===== config.mk =====
export PLATFORM = sky130hd
export DESIGN_NAME = logic_unit_pipe
export DESIGN_NICKNAME = d
export VERILOG_FILES = /design/src/rtl/logic_unit_pkg.sv /design/src/rtl/logic_unit_op.sv /design/src/rtl/logic_unit_pipe.sv
export SDC_FILE = /design/constraint.sdc
export NUM_CORES = 1
export LEC_CHECK = 0
export ABC_AREA = 0
export CAP_MARGIN = 20
export CELL_PAD_IN_SITES_DETAIL_PLACEMENT = 0
export CELL_PAD_IN_SITES_GLOBAL_PLACEMENT = 1
export CORE_UTILIZATION = 35
export CTS_BUF_LIST = sky130_fd_sc_hd__clkbuf_16
export CTS_CLUSTER_DIAMETER = 150
export DETAILED_ROUTE_END_ITERATION = 7
export PLACE_DENSITY = 0.83
export RECOVER_POWER = 100
export SLEW_MARGIN = 20
export SYNTH_ARGS = -nofsm -noshare
export SYNTH_HDL_FRONTEND = slang
export SYNTH_SLANG_ARGS = --single-unit
export TNS_END_PERCENT = 30

===== constraint.sdc =====
create_clock -name clk -period 2.3 [get_ports clk]
set_input_delay 0.46 -clock clk [delete_from_list [all_inputs] [get_ports clk]]
set_output_delay 0.46 -clock clk [all_outputs]
set_load 0.03 [all_outputs]

===== src/rtl/logic_unit_pkg.sv =====
// Shared types for the logic unit pipeline stage.
// Op-code enum and op-count constant used by the top and op sub-module.
package logic_unit_pkg;

    localparam int OP_COUNT = 8;
    localparam int OP_W     = $clog2(OP_COUNT);

    typedef enum logic [OP_W-1:0] {
        OP_AND  = 3'd0,
        OP_OR   = 3'd1,
        OP_XOR  = 3'd2,
        OP_NAND = 3'd3,
        OP_NOR  = 3'd4,
        OP_XNOR = 3'd5,
        OP_NOT  = 3'd6,
        OP_PASS = 3'd7
    } op_e;

endpackage


===== src/rtl/logic_unit_op.sv =====
// Combinational bitwise function f(op, a, b) over WIDTH bits.
// Every result bit depends only on the same bit of a and b.
module logic_unit_op
    import logic_unit_pkg::*;
#(
    parameter int WIDTH = 16
) (
    input  logic [OP_W-1:0]  op,
    input  logic [WIDTH-1:0] a,
    input  logic [WIDTH-1:0] b,
    output logic [WIDTH-1:0] y
);

    op_e op_sel;
    assign op_sel = op_e'(op);

    always_comb begin
        y = '0;
        unique case (op_sel)
            OP_AND:  y = a & b;
            OP_OR:   y = a | b;
            OP_XOR:  y = a ^ b;
            OP_NAND: y = ~(a & b);
            OP_NOR:  y = ~(a | b);
            OP_XNOR: y = ~(a ^ b);
            OP_NOT:  y = ~a;
            OP_PASS: y = a;
        endcase
    end

endmodule


===== src/rtl/logic_unit_pipe.sv =====
// Registered bitwise logic stage with accumulator and valid/ready output.
// Define LOGIC_UNIT_FLAGS_EN to add registered out_zero/out_ones flags.
module logic_unit_pipe
    import logic_unit_pkg::*;
#(
    parameter int               WIDTH    = 16,
    parameter logic [WIDTH-1:0] ACC_INIT = {WIDTH{1'b1}}
) (
    input  logic             clk,
    input  logic             reset,
    input  logic             in_valid,
    output logic             in_ready,
    input  logic [WIDTH-1:0] in_a,
    input  logic [WIDTH-1:0] in_b,
    input  logic [2:0]       in_op,
    input  logic             in_acc,
    input  logic             acc_clear,
    output logic             out_valid,
    input  logic             out_ready,
`ifdef LOGIC_UNIT_FLAGS_EN
    output logic             out_zero,
    output logic             out_ones,
`endif
    output logic [WIDTH-1:0] out_data
);

    logic [WIDTH-1:0] acc;
    logic [WIDTH-1:0] opa;
    logic [WIDTH-1:0] res;
    logic             fire_in;
    logic             fire_out;

    // Full throughput: a held result may drain and be replaced in one cycle.
    assign in_ready = ~out_valid | out_ready;
    assign fire_in  = in_valid & in_ready;
    assign fire_out = out_valid & out_ready;
    assign opa      = in_acc ? acc : in_a;

    logic_unit_op #(
        .WIDTH (WIDTH)
    ) u_op (
        .op (in_op),
        .a  (opa),
        .b  (in_b),
        .y  (res)
    );

    always_ff @(posedge clk) begin
        if (reset) begin
            out_valid <= 1'b0;
            out_data  <= '0;
        end else if (fire_in) begin
            out_valid <= 1'b1;
            out_data  <= res;
        end else if (fire_out) begin
            out_valid <= 1'b0;
        end
    end

    // Clear wins over the update; the op itself already saw the old value.
    always_ff @(posedge clk) begin
        if (reset) begin
            acc <= ACC_INIT;
        end else if (acc_clear) begin
            acc <= ACC_INIT;
        end else if (fire_in) begin
            acc <= res;
        end
    end

`ifdef LOGIC_UNIT_FLAGS_EN
    always_ff @(posedge clk) begin
        if (reset) begin
            out_zero <= 1'b1;
            out_ones <= 1'b0;
        end else if (fire_in) begin
            out_zero <= (res == '0);
            out_ones <= (res == {WIDTH{1'b1}});
        end
    end
`endif

    a_in_hold: assert property (
        @(posedge clk) disable iff (reset)
        (in_valid && !in_ready) |=>
            ($stable(in_a) && $stable(in_b) &&
             $stable(in_op) && $stable(in_acc))
    );

endmodule


# After elaboration in Yosys (flattened, before gate mapping)
# Cells that the tools add are included.
# totals
ff_bits,33
inputBits,41
out_inout_bits,18
word_cells,28
# classes
eq_ne,7
muxes,4
bitwise,11
reduce_logical,3
# ops
operator,count
case mux 16 bit (8 select lines),1
inverter 16 bit,4
AND 16 bit,1
2-to-1 mux 16 bit,1
bitwise OR 16 bit,1
XOR 16 bit,1
== test 3 bit (second input constant),4
== test 3 x 2 -> 1 bit (second input constant),2
== test 3 x 1 -> 1 bit (second input constant),1
logical NOT 3 bit,1
AND 1 bit,2
2-to-1 mux 1 bit,2
nonzero test 2 bit,1
OR reduction 2 bit,1
inverter 1 bit,1
bitwise OR 1 bit,1

# Depth between registers and ports, before layout
# Gate-level depths: netlist (run 1).
# logic_depth
word_depth,4
mapped_depth,9
depth_no_buf,7

# Cells and area by module
# A second synthesis (run 1) with hierarchy kept.
# unflattened
cells_unflattened,366
area_unflattened_um2,3153.0
# by_module_without_submodules
mod,n_inst,cells_per_inst,area_each_um2,seq_area_each_um2
logic_unit_op,1,218,1731.7,0.0
logic_unit_pipe,1,148,1421.4,660.6

# Worst setup path after synthesis (run 1)
# OpenSTA, ideal clock, no wires.
# synth_path
path_type,input -> register
startpoint,input in_acc
endpoint,register out_data[1]
setup_ps,136
t_arrival_ps,2040
required_time_ps,2164
path_slack_ps,124
stages,7
n_path_buf,2
path_cell_list,buf_2 buf_4 mux2i_1 ha_1 a221o_1 a21oi_1 o311ai_1
# synth_between
elab_chain_cells,4
elab_cells_between_ends,9
cone_classes,mux: 2; bitwise: 7
# synth_lines
element,line,rtl
start: declaration,logic_unit_pipe.sv:16,"input logic in_acc,"
2-to-1 mux 16 bit *,logic_unit_pipe.sv:37,assign opa = in_acc ? acc : in_a;
XOR 16 bit (tied with other cells),"logic_unit_op.sv:22, logic_unit_op.sv:25",
inverter 16 bit (on tied branches),"logic_unit_op.sv:25, logic_unit_op.sv:23, logic_unit_op.sv:24",
case mux 16 bit (8 select lines) *,logic_unit_op.sv:19,unique case (op_sel)
end signal: assignment,logic_unit_pipe.sv:54,out_data <= res;
end: declaration,logic_unit_pipe.sv:24,output logic [WIDTH-1:0] out_data
# Mark *: on every way between the ends. The rest lies on a longest branch, timed or not.
# A chain may end at the register's enable or synchronous reset.

# Final worst setup path (run 1)
# layout_path
startpoint,input out_ready
endpoint,output in_ready
# layout_between
elab_chain_cells,1
# layout_lines
element,line,rtl
start: declaration,logic_unit_pipe.sv:19,"input logic out_ready,"
bitwise OR 1 bit,logic_unit_pipe.sv:34,assign in_ready = ~out_valid | out_ready;
end: declaration,logic_unit_pipe.sv:12,"output logic in_ready,"
# No other way between the ends.

==> flow_summary.json, run 1 <==
{
  "status": "finished, final reports clean",
  "dpl.hpwl_um": 6550,
  "cp-end-kind": "output port",
  "setup_violations": 0,
  "drive_above_1_share": 0.156,
  "path_clk_slew_ps": 50,
  "diodes": 0,
  "critPathKind": "in -> out",
  "ioPinCount": 59,
  "synth_edf_count": 0,
  "final.setup.tns_ps": 0,
  "grt-ovfl-total": 0,
  "rsz0062_at_grt": "no",
  "yosys.area.top_type_share": 0.225,
  "pre_cts_slack_ps": -331,
  "fin_ws_ps": 126,
  "worstMarginPinSlew_ps": 957,
  "dieArea_um2": 8780,
  "grt_pass1_vias": 3146,
  "fin_worst_skew_ps": 7.37,
  "syn_area_um2": 2940,
  "arrival_ps": 1710,
  "syn_to_final_growth_pct": 40.3,
  "die_w_um": 93.7,
  "period_share": 0.945,
  "yosysSeqAreaShare": 0.225,
  "ir_drop_uv": 236,
  "placed_cells_incl_taps": 539,
  "yosys.area.top_type": "dfxtp_1",
  "ys.flop_type": "dfxtp_1",
  "ys_ff_latch": 33,
  "grt_max_degree": 30,
  "routabilityCongestion": 0.876,
  "vias": 3164,
  "final_hold_viol_count": 0,
  "slew_violations": 0,
  "maxCapViolCount": 0,
  "start_util": 0.360,
  "clock.fmax_mhz": 460,
  "hold_ws_ps": 466,
  "die_y_um": 93.7,
  "drtIter0Drc": 192,
  "yosys.cell_types.count": 41,
  "period_needed_ps": 2170,
  "cts_tree": "done",
  "num_rows": 33,
  "drc": 0,
  "hp-class": "reg -> reg",
  "clock-sinks": 33,
  "yosysMostFrequentCell": "inv_1",
  "synth_area_per_cell_um2": 8.13,
  "path_max_fanout": 9,
  "synth_top_cells_by_area": "dfxtp_1 22%, ha_1 14%, mux2i_1 6.8%, a21oi_1 5.1%, a221o_1 5.1%",
  "power_density_nw_per_um2": 519,
  "port_buffers": 58,
  "async_flop_share": 0,
  "p_leak_nw": 1.74,
  "clock_latency_ps": 290,
  "firstDrtPassIters": 4,
  "viasPerCell": 5.77,
  "clockBufferDepth": 2,
  "grt_pass1_wl_um": 14900,
  "synth_commonest_cells": "34 x inv_1, 33 x dfxtp_1, 32 x ha_1",
  "grt_util_all_layers": 0.218,
  "syn-instance-count": 362,
  "crit_path_start_kind": "primary input",
  "syn_nets": 435,
  "routed_wirelength_um": 9430,
  "antenna_found_initial": 0,
  "yosys_warnings": 0,
  "wl_per_cell_um": 17.2,
  "cp.required_ps": 1840,
  "design.core.area_um2": 8180,
  "nFillCells": 795,
  "final_cells": 548,
  "htreeDepth": 2,
  "layout.nets": 515,
  "cts_made_buffers": 5,
  "ctsRootBufferMaster": "clkbuf_16",
  "maxSlewHeadroom": 0.360,
  "ant_nets": 0
}
## cells by family after synthesis
logic type | Yosys count | share of synthesized area
AO/OA/AOI/OAI | 121 | 0.302
XOR/XNOR | 11 | 0.0328
adder cells (fa/ha/maj) | 32 | 0.136
buffers and inverters | 67 | 0.0949
flip-flops | 33 | 0.225
multiplexers | 20 | 0.0681
AND/OR/NAND/NOR | 78 | 0.142
## registers in the layout (all words and copies together), names as in the netlist
signal and count:
out_valid 1, acc 16, out_data 16
## worst max-delay path: stages
cell             delay (ps)
clkdlybuf4s50_1         450
and2b_1                 240
inv_1                   280
clkbuf_2                270
## through the flow
stage	total power, W	area (um2)	utilization
after floorplan	0.00107	2940	-
after global placement	0.00136	3900	0.478
after detailed placement	0.00137	3900	0.478
after CTS	0.00214	4080	0.499
after global routing	0.00223	4130	0.505
final	0.00214	4130	0.505
## power by group
part           total [W]  switching [W]  internal, W
registers       0.000641      0.0000258     0.000615
clock network   0.000774       0.000270     0.000504
logic           0.000728       0.000391     0.000337
total            0.00214       0.000686      0.00146
## cell usage in the layout, fill, tap and decap left out, drive strengths merged, types with 9 or more instances in the layout
master         count
a21oi             30
a221o             15
buf               43
clkbuf             9
clkdlybuf4s50     39
dfxtp             33
dlygate4sd3       17
ha                32
inv               38
mux2i             20
nand3             25
nand3b            12
nor2              21
o211ai            13
o21ai             13
o221ai            15
o311ai            11
xnor2             11
## area by class of cell
type | instances | area, um2 | share of cell area
inverter | 37 | 139 | 0.0337
timing repair buffer | 103 | 965 | 0.234
sequential | 33 | 661 | 0.160
multi-input combinational | 262 | 2070 | 0.501
tap | 105 | 131 | 0.0318
clock buffer | 5 | 125 | 0.0303
clock inverter | 3 | 37.5 | 0.00910
## final timing paths
kind | slack, ps | from | cells past startpoint | end
min reg2reg | 470 | acc[15] | 2 | acc[15]
max reg2reg | 540 | out_valid | 6 | out_data[7]
max | 130 | out_ready | 4 | in_ready
min | 470 | acc[15] | 2 | acc[15]
## layer usage
metal  global-route usage  part of all wire
met5                    0                 0
met4               0.0705             0.014
met3               0.0291             0.055
met2                0.374              0.47
met1                0.282              0.46
## what timing repair did
action | 4_1_cts | 5_1_grt
setup buffers | 0 | 0
hold buffers | 0 | 0
gates cloned | 0 | 1
resized for setup | 4 | 13
endpoints found under the setup margin | 4 | 27
pin swaps | 0 | 1
Note: power is estimated with default switching activity, not from simulation.
==> run 2, diff against run 1 <==
CORE_UTILIZATION = 43   (was 35)
DONT_BUFFER_PORTS = 1   (was unset)
PLACE_DENSITY = 0.82   (was 0.83)
==> run 2 against run 1 <==
Against the previous run: maximum frequency rose by 15%; clock skew fell by 3.7 ps; worst setup slack improved by 280 ps; count of clock-buffer cells in the layout did not move; utilization fell by 2.3 points; combinational power fell by 42%; clock power fell by 18%; largest cell class unchanged; cell count fell by 22%; sequential power rose by 8.9%; sequential share of layout area rose by 5.2 points; global-route usage rose by 2.3 points.
==> flow_summary.json, run 2 (synthesis gave the netlist of run 1 again) <==
{
  "grt_pass1_wl_um": 13600,
  "mostFrequentLayoutCell": "inv_1",
  "placed_cells_incl_taps": 420,
  "power_density_nw_per_um2": 566,
  "cts_made_buffers": 5,
  "port_buffers": 0,
  "ir_drop_uv": 285,
  "ant_nets": 0,
  "wl_per_cell_um": 19.9,
  "crit_path_start_kind": "flip-flop",
  "antenna_found_initial": 0,
  "path_max_fanout": 17,
  "hold_ws_ps": 260,
  "clock-sinks": 33,
  "period_share": 0.822,
  "final.setup.tns_ps": 0,
  "status": "finished, final reports clean",
  "final_cell_mix": "35 x inv_1, 33 x dfxtp_1, 32 x ha_1",
  "ctsHoldBuffers": 0,
  "maxCapViolCount": 0,
  "start_util": 0.455,
  "clock_latency_ps": 270,
  "setup_violations": 0,
  "maxSlewHeadroom": 0.618,
  "firstDrtPassIters": 7,
  "die_w_um": 84.7,
  "cts_resized": 0,
  "dieArea_um2": 7180,
  "hp-class": "in -> reg",
  "final_cell_area_um2": 3110,
  "grt_max_degree": 40,
  "path_clk_slew_ps": 50,
  "whs_path_depth": 1,
  "arrival_ps": 2050,
  "design.core.area_um2": 6460,
  "rr_endpoint": "out_data[6]",
  "final_hold_viol_count": 0,
  "ioPinCount": 59,
  "vias": 2750,
  "worstMarginPinSlew_ps": 571,
  "reg2reg_slack_ps": 410,
  "drive_above_1_share": 0.0598,
  "drc": 0,
  "cp-end-kind": "flip-flop",
  "drtIter0Drc": 237,
  "reg_top3": "acc (16), out_data (16), out_valid (1)",
  "grt_pass1_vias": 2702,
  "p_leak_nw": 1.27,
  "viasPerCell": 6.43,
  "min_to": "out_valid",
  "cp.required_ps": 2460,
  "fin_worst_skew_ps": 3.65,
  "placed_cell_area_um2": 2980,
  "num_rows": 29,
  "dpl.hpwl_um": 5620,
  "post-route-util": 0.482,
  "die_y_um": 84.7,
  "hp-start": "reset",
  "period_needed_ps": 1890,
  "slew_violations": 0,
  "crit-reg2reg-launch": "out_valid",
  "htreeDepth": 2,
  "diodes": 0,
  "syn_to_final_growth_pct": 5.74,
  "grt_util_all_layers": 0.242,
  "layout.nets": 423,
  "grt-ovfl-total": 0,
  "ctsRootBufferMaster": "clkbuf_16",
  "rsz0062_at_grt": "no",
  "cts_tree": "done",
  "routed_wirelength_um": 8510,
  "post_cts_buffers": 0,
  "r2r_cells": 6,
  "final_cells": 428,
  "clockBufferDepth": 2,
  "routabilityCongestion": 0.884,
  "critPathKind": "reg -> reg",
  "clock.fmax_mhz": 529
}
[run 2: changes by cell type in the layout (fill, tap and decap cells not counted), moves of 5 or more]
cell	previous run	this run
buf_4	38	9
dlygate4sd3_1	17	0
mux2i_1	14	20
buf_12	5	0
clkdlybuf4s50_1	39	0
[run 2: power by group]
| part | switching, W | internal, W | leakage (nW) |
|---|---|---|---|
| clock | 0.000245 | 0.000391 | 0.0687 |
| combinational | 0.000249 | 0.000177 | 0.925 |
| sequential | 0.0000821 | 0.000615 | 0.272 |
[run 2: metrics by stage]
| stage | total power (W) | setup slack [ps] |
|---|---|---|
| finish | 0.00176 | 409 |
| global route | 0.00185 | 229 |
| CTS | 0.00177 | 558 |
| detailed placement | 0.00114 | 376 |
| global placement | 0.00113 | 396 |
| floorplan | 0.00107 | 124 |
[run 2: worst max-delay path, stage by stage (launching register included)]
cell and delay, ps:
dfxtp_1 340, and2b_1 250, inv_1 80, nand2_1 440, clkbuf_1 410, nand3b_1 140, o311ai_0 120
[run 2: layer usage]
metal | vias up | part of all wire | GRT usage
met1 | 1302 | 0.44 | 0.313
met2 | 106 | 0.47 | 0.398
met4 | 0 | 0.0047 | 0.0555
met3 | 2 | 0.091 | 0.0698
li1 | 1340 | - | -
met5 | - | 0 | 0
[run 2: area by class of cell]
cell class | instances | area (um2)
sequential | 33 | 661
inverter | 37 | 139
timing repair buffer | 11 | 75.1
multi-input combinational | 262 | 2000
tap | 77 | 96.3
fill | 662 | 3350
clock inverter | 3 | 12.5
clock buffer | 5 | 125
[run 2: how the worst max path moves through the flow]
stage,startpoint,to,slack [ps],cells after the start
5_1_grt,out_valid,out_data[6],230,6
3_3_place_gp,in_acc,acc[0],400,5
3_5_place_dp,in_acc,acc[2],380,7
4_1_cts,acc[2],acc[2],560,7
2_1_floorplan,in_acc,out_data[1],120,7
6_report,out_valid,out_data[6],410,6
==> run 3, diff against run 2 <==
CORE_UTILIZATION = 47   (was 43)
PLACE_DENSITY = 0.85   (was 0.82)
clock period = 1.8 ns   (was 2.3 ns; I/O delays follow)
==> run 3 against run 2 <==
Against the previous run: utilization grew 7.5 points; die area decreased by 8.3%; hold slack worse by 110 ps; sequential share of layout area shrank 1.4 points; routed wire length down 2.9%; maximum frequency up 7.5%; register-to-register slack worse by 370 ps; sequential power is 28% higher; worst setup slack worse by 370 ps; cell area increased by 7.1%; largest cell class unchanged.
==> flow_summary.json, run 3 (synthesis gave the netlist of run 1 again) <==
{
  "rr_endpoint": "acc[0]",
  "hp-start": "reset",
  "ctsRootBufferMaster": "clkbuf_16",
  "crit-reg2reg-launch": "acc[0]",
  "cts_tree": "done",
  "diodes": 0,
  "setup_violations": 0,
  "p_int_w": 0.00156,
  "final_hold_viol_count": 0,
  "cts_made_buffers": 5,
  "routabilityCongestion": 0.806,
  "maxCapViolCount": 0,
  "post_cts_buffers": 0,
  "firstDrtPassIters": 4,
  "start_util": 0.491,
  "path_buf_inv": 1,
  "dpl.hpwl_um": 5540,
  "num_rows": 28,
  "design.core.area_um2": 5990,
  "hp-class": "in -> reg",
  "clkPwrFrac": 0.355,
  "die_w_um": 81.1,
  "max_stage_delay_ps": 310,
  "arrival_ps": 1910,
  "p_seq_frac": 0.385,
  "hold_ws_ps": 146,
  "syn_to_final_growth_pct": 13.3,
  "wl_per_cell_um": 19.2,
  "ir_drop_uv": 339,
  "mostFrequentLayoutCell": "inv_1",
  "cp_top_family": "simple AND/OR/NAND/NOR gates",
  "cp_slowest_cell": "dfxtp_1",
  "grt_pass1_wl_um": 12900,
  "port_buffers": 0,
  "p_comb_frac": 0.260,
  "ioPinCount": 59,
  "cp-end-kind": "flip-flop",
  "path_clk_slew_ps": 50,
  "period_share": 0.977,
  "r2r_cells": 7,
  "fin_worst_skew_ps": 3.56,
  "nFillCells": 583,
  "whs_path_depth": 1,
  "drc": 0,
  "reg2reg_slack_ps": 40,
  "antenna_found_initial": 0,
  "routed_wirelength_um": 8260,
  "power_switching_w": 0.000764,
  "cp.required_ps": 1950,
  "clockBufferDepth": 2,
  "swShare": 0.329,
  "ctsHoldBuffers": 0,
  "crit_chain": "mux2i_2 > inv_1 > ha_1 > nor4_1 > nor3_1 > a311oi_1 > o31ai_1",
  "period_needed_ps": 1760,
  "power_density_nw_per_um2": 697,
  "viasPerCell": 6.48,
  "critPathKind": "reg -> reg",
  "grt-ovfl-total": 0,
  "crit_path_start_kind": "flip-flop",
  "grt_pass1_vias": 2692,
  "clock_latency_ps": 280,
  "maxSlewHeadroom": 0.369,
  "final_cells": 431,
  "drtIter0Drc": 209,
  "drive_above_1_share": 0.138,
  "die_y_um": 81.1,
  "placed_cell_area_um2": 3190,
  "vias": 2791,
  "clock.fmax_mhz": 568,
  "htreeDepth": 2,
  "final_cell_mix": "38 x inv_1, 33 x dfxtp_1, 32 x ha_1",
  "final_cell_area_um2": 3330,
  "reg_top3": "acc (16), out_data (16), out_valid (1)",
  "dieArea_um2": 6580,
  "min_to": "out_valid",
  "placed_cells_incl_taps": 423,
  "grt_max_degree": 40,
  "path_max_fanout": 3,
  "slew_violations": 0,
  "layout.nets": 428,
  "post-route-util": 0.556,
  "worstMarginPinSlew_ps": 943,
  "ant_nets": 0,
  "clock-sinks": 33,
  "status": "finished, final reports clean",
  "rsz0062_at_grt": "no",
  "cts_resized": 0,
  "power_w": 0.00232,
  "grt_util_all_layers": 0.263,
  "p_leak_nw": 1.31
}
==> run 3: changes by cell type in the layout (fill, tap and decap cells not counted), sizes merged <==
cell / before / now
inv: 37 / 40
clkinv: 3 / 0
buf: 9 / 14
==> run 3: per-layer routing <==
| metal | up-vias | global-route usage | share of wire |
|---|---|---|---|
| met5 | - | 0 | 0 |
| met4 | 0 | 0.109 | 0.017 |
| met3 | 13 | 0.0618 | 0.079 |
| met2 | 93 | 0.442 | 0.48 |
| met1 | 1328 | 0.319 | 0.43 |
| li1 | 1357 | - | - |
==> run 3: worst max-delay path by stage <==
stage                start     endpoint  slack (ps)  cells past startpoint
floorplan           in_acc  out_data[1]         -30                      7
detailed placement  in_acc       acc[0]          -9                      5
finish              acc[0]       acc[0]          40                      7
global placement    in_acc       acc[0]          60                      5
CTS                 acc[0]       acc[0]          80                      5
global route        acc[2]       acc[2]           9                      7
==> run 3: through the flow <==
stage,TNS (ps),setup slack [ps]
floorplan,-684,-34.2
global placement,0,57.2
detailed placement,-9.24,-9.24
CTS,0,77.6
global route,0,9.46
finish,0,40.8
==> run 3: power groups by stage <==
| stage | clock (W) | combinational (W) | sequential [W] |
|---|---|---|---|
| after floorplan | 0 | 0.000527 | 0.000905 |
| after global placement | 0 | 0.000591 | 0.000911 |
| after detailed placement | 0 | 0.000603 | 0.000912 |
| after CTS | 0.000836 | 0.000607 | 0.000896 |
| after global routing | 0.000855 | 0.000669 | 0.000903 |
| final | 0.000824 | 0.000603 | 0.000895 |
==> run 3: worst reg2reg max path: cells and delay by family, from the launching register on <==
kind	cells	cell delay, ps
AO/OA/AOI/OAI	2	380
multiplexers	1	230
AND/OR/NAND/NOR	2	420
adder cells (fa/ha/maj)	1	210
buffers and inverters	1	70
flip-flops	1	310
==> run 3: cell type report <==
type / count / area, um2 / area share
multi-input cells: 262 / 2180 / 0.654
clock inverters: 3 / 11.3 / 0.00338
flip-flops and latches: 33 / 661 / 0.198
well taps: 75 / 93.8 / 0.0282
clock buffers: 5 / 125 / 0.0376
repair buffers: 16 / 124 / 0.0372
inverters: 37 / 139 / 0.0417
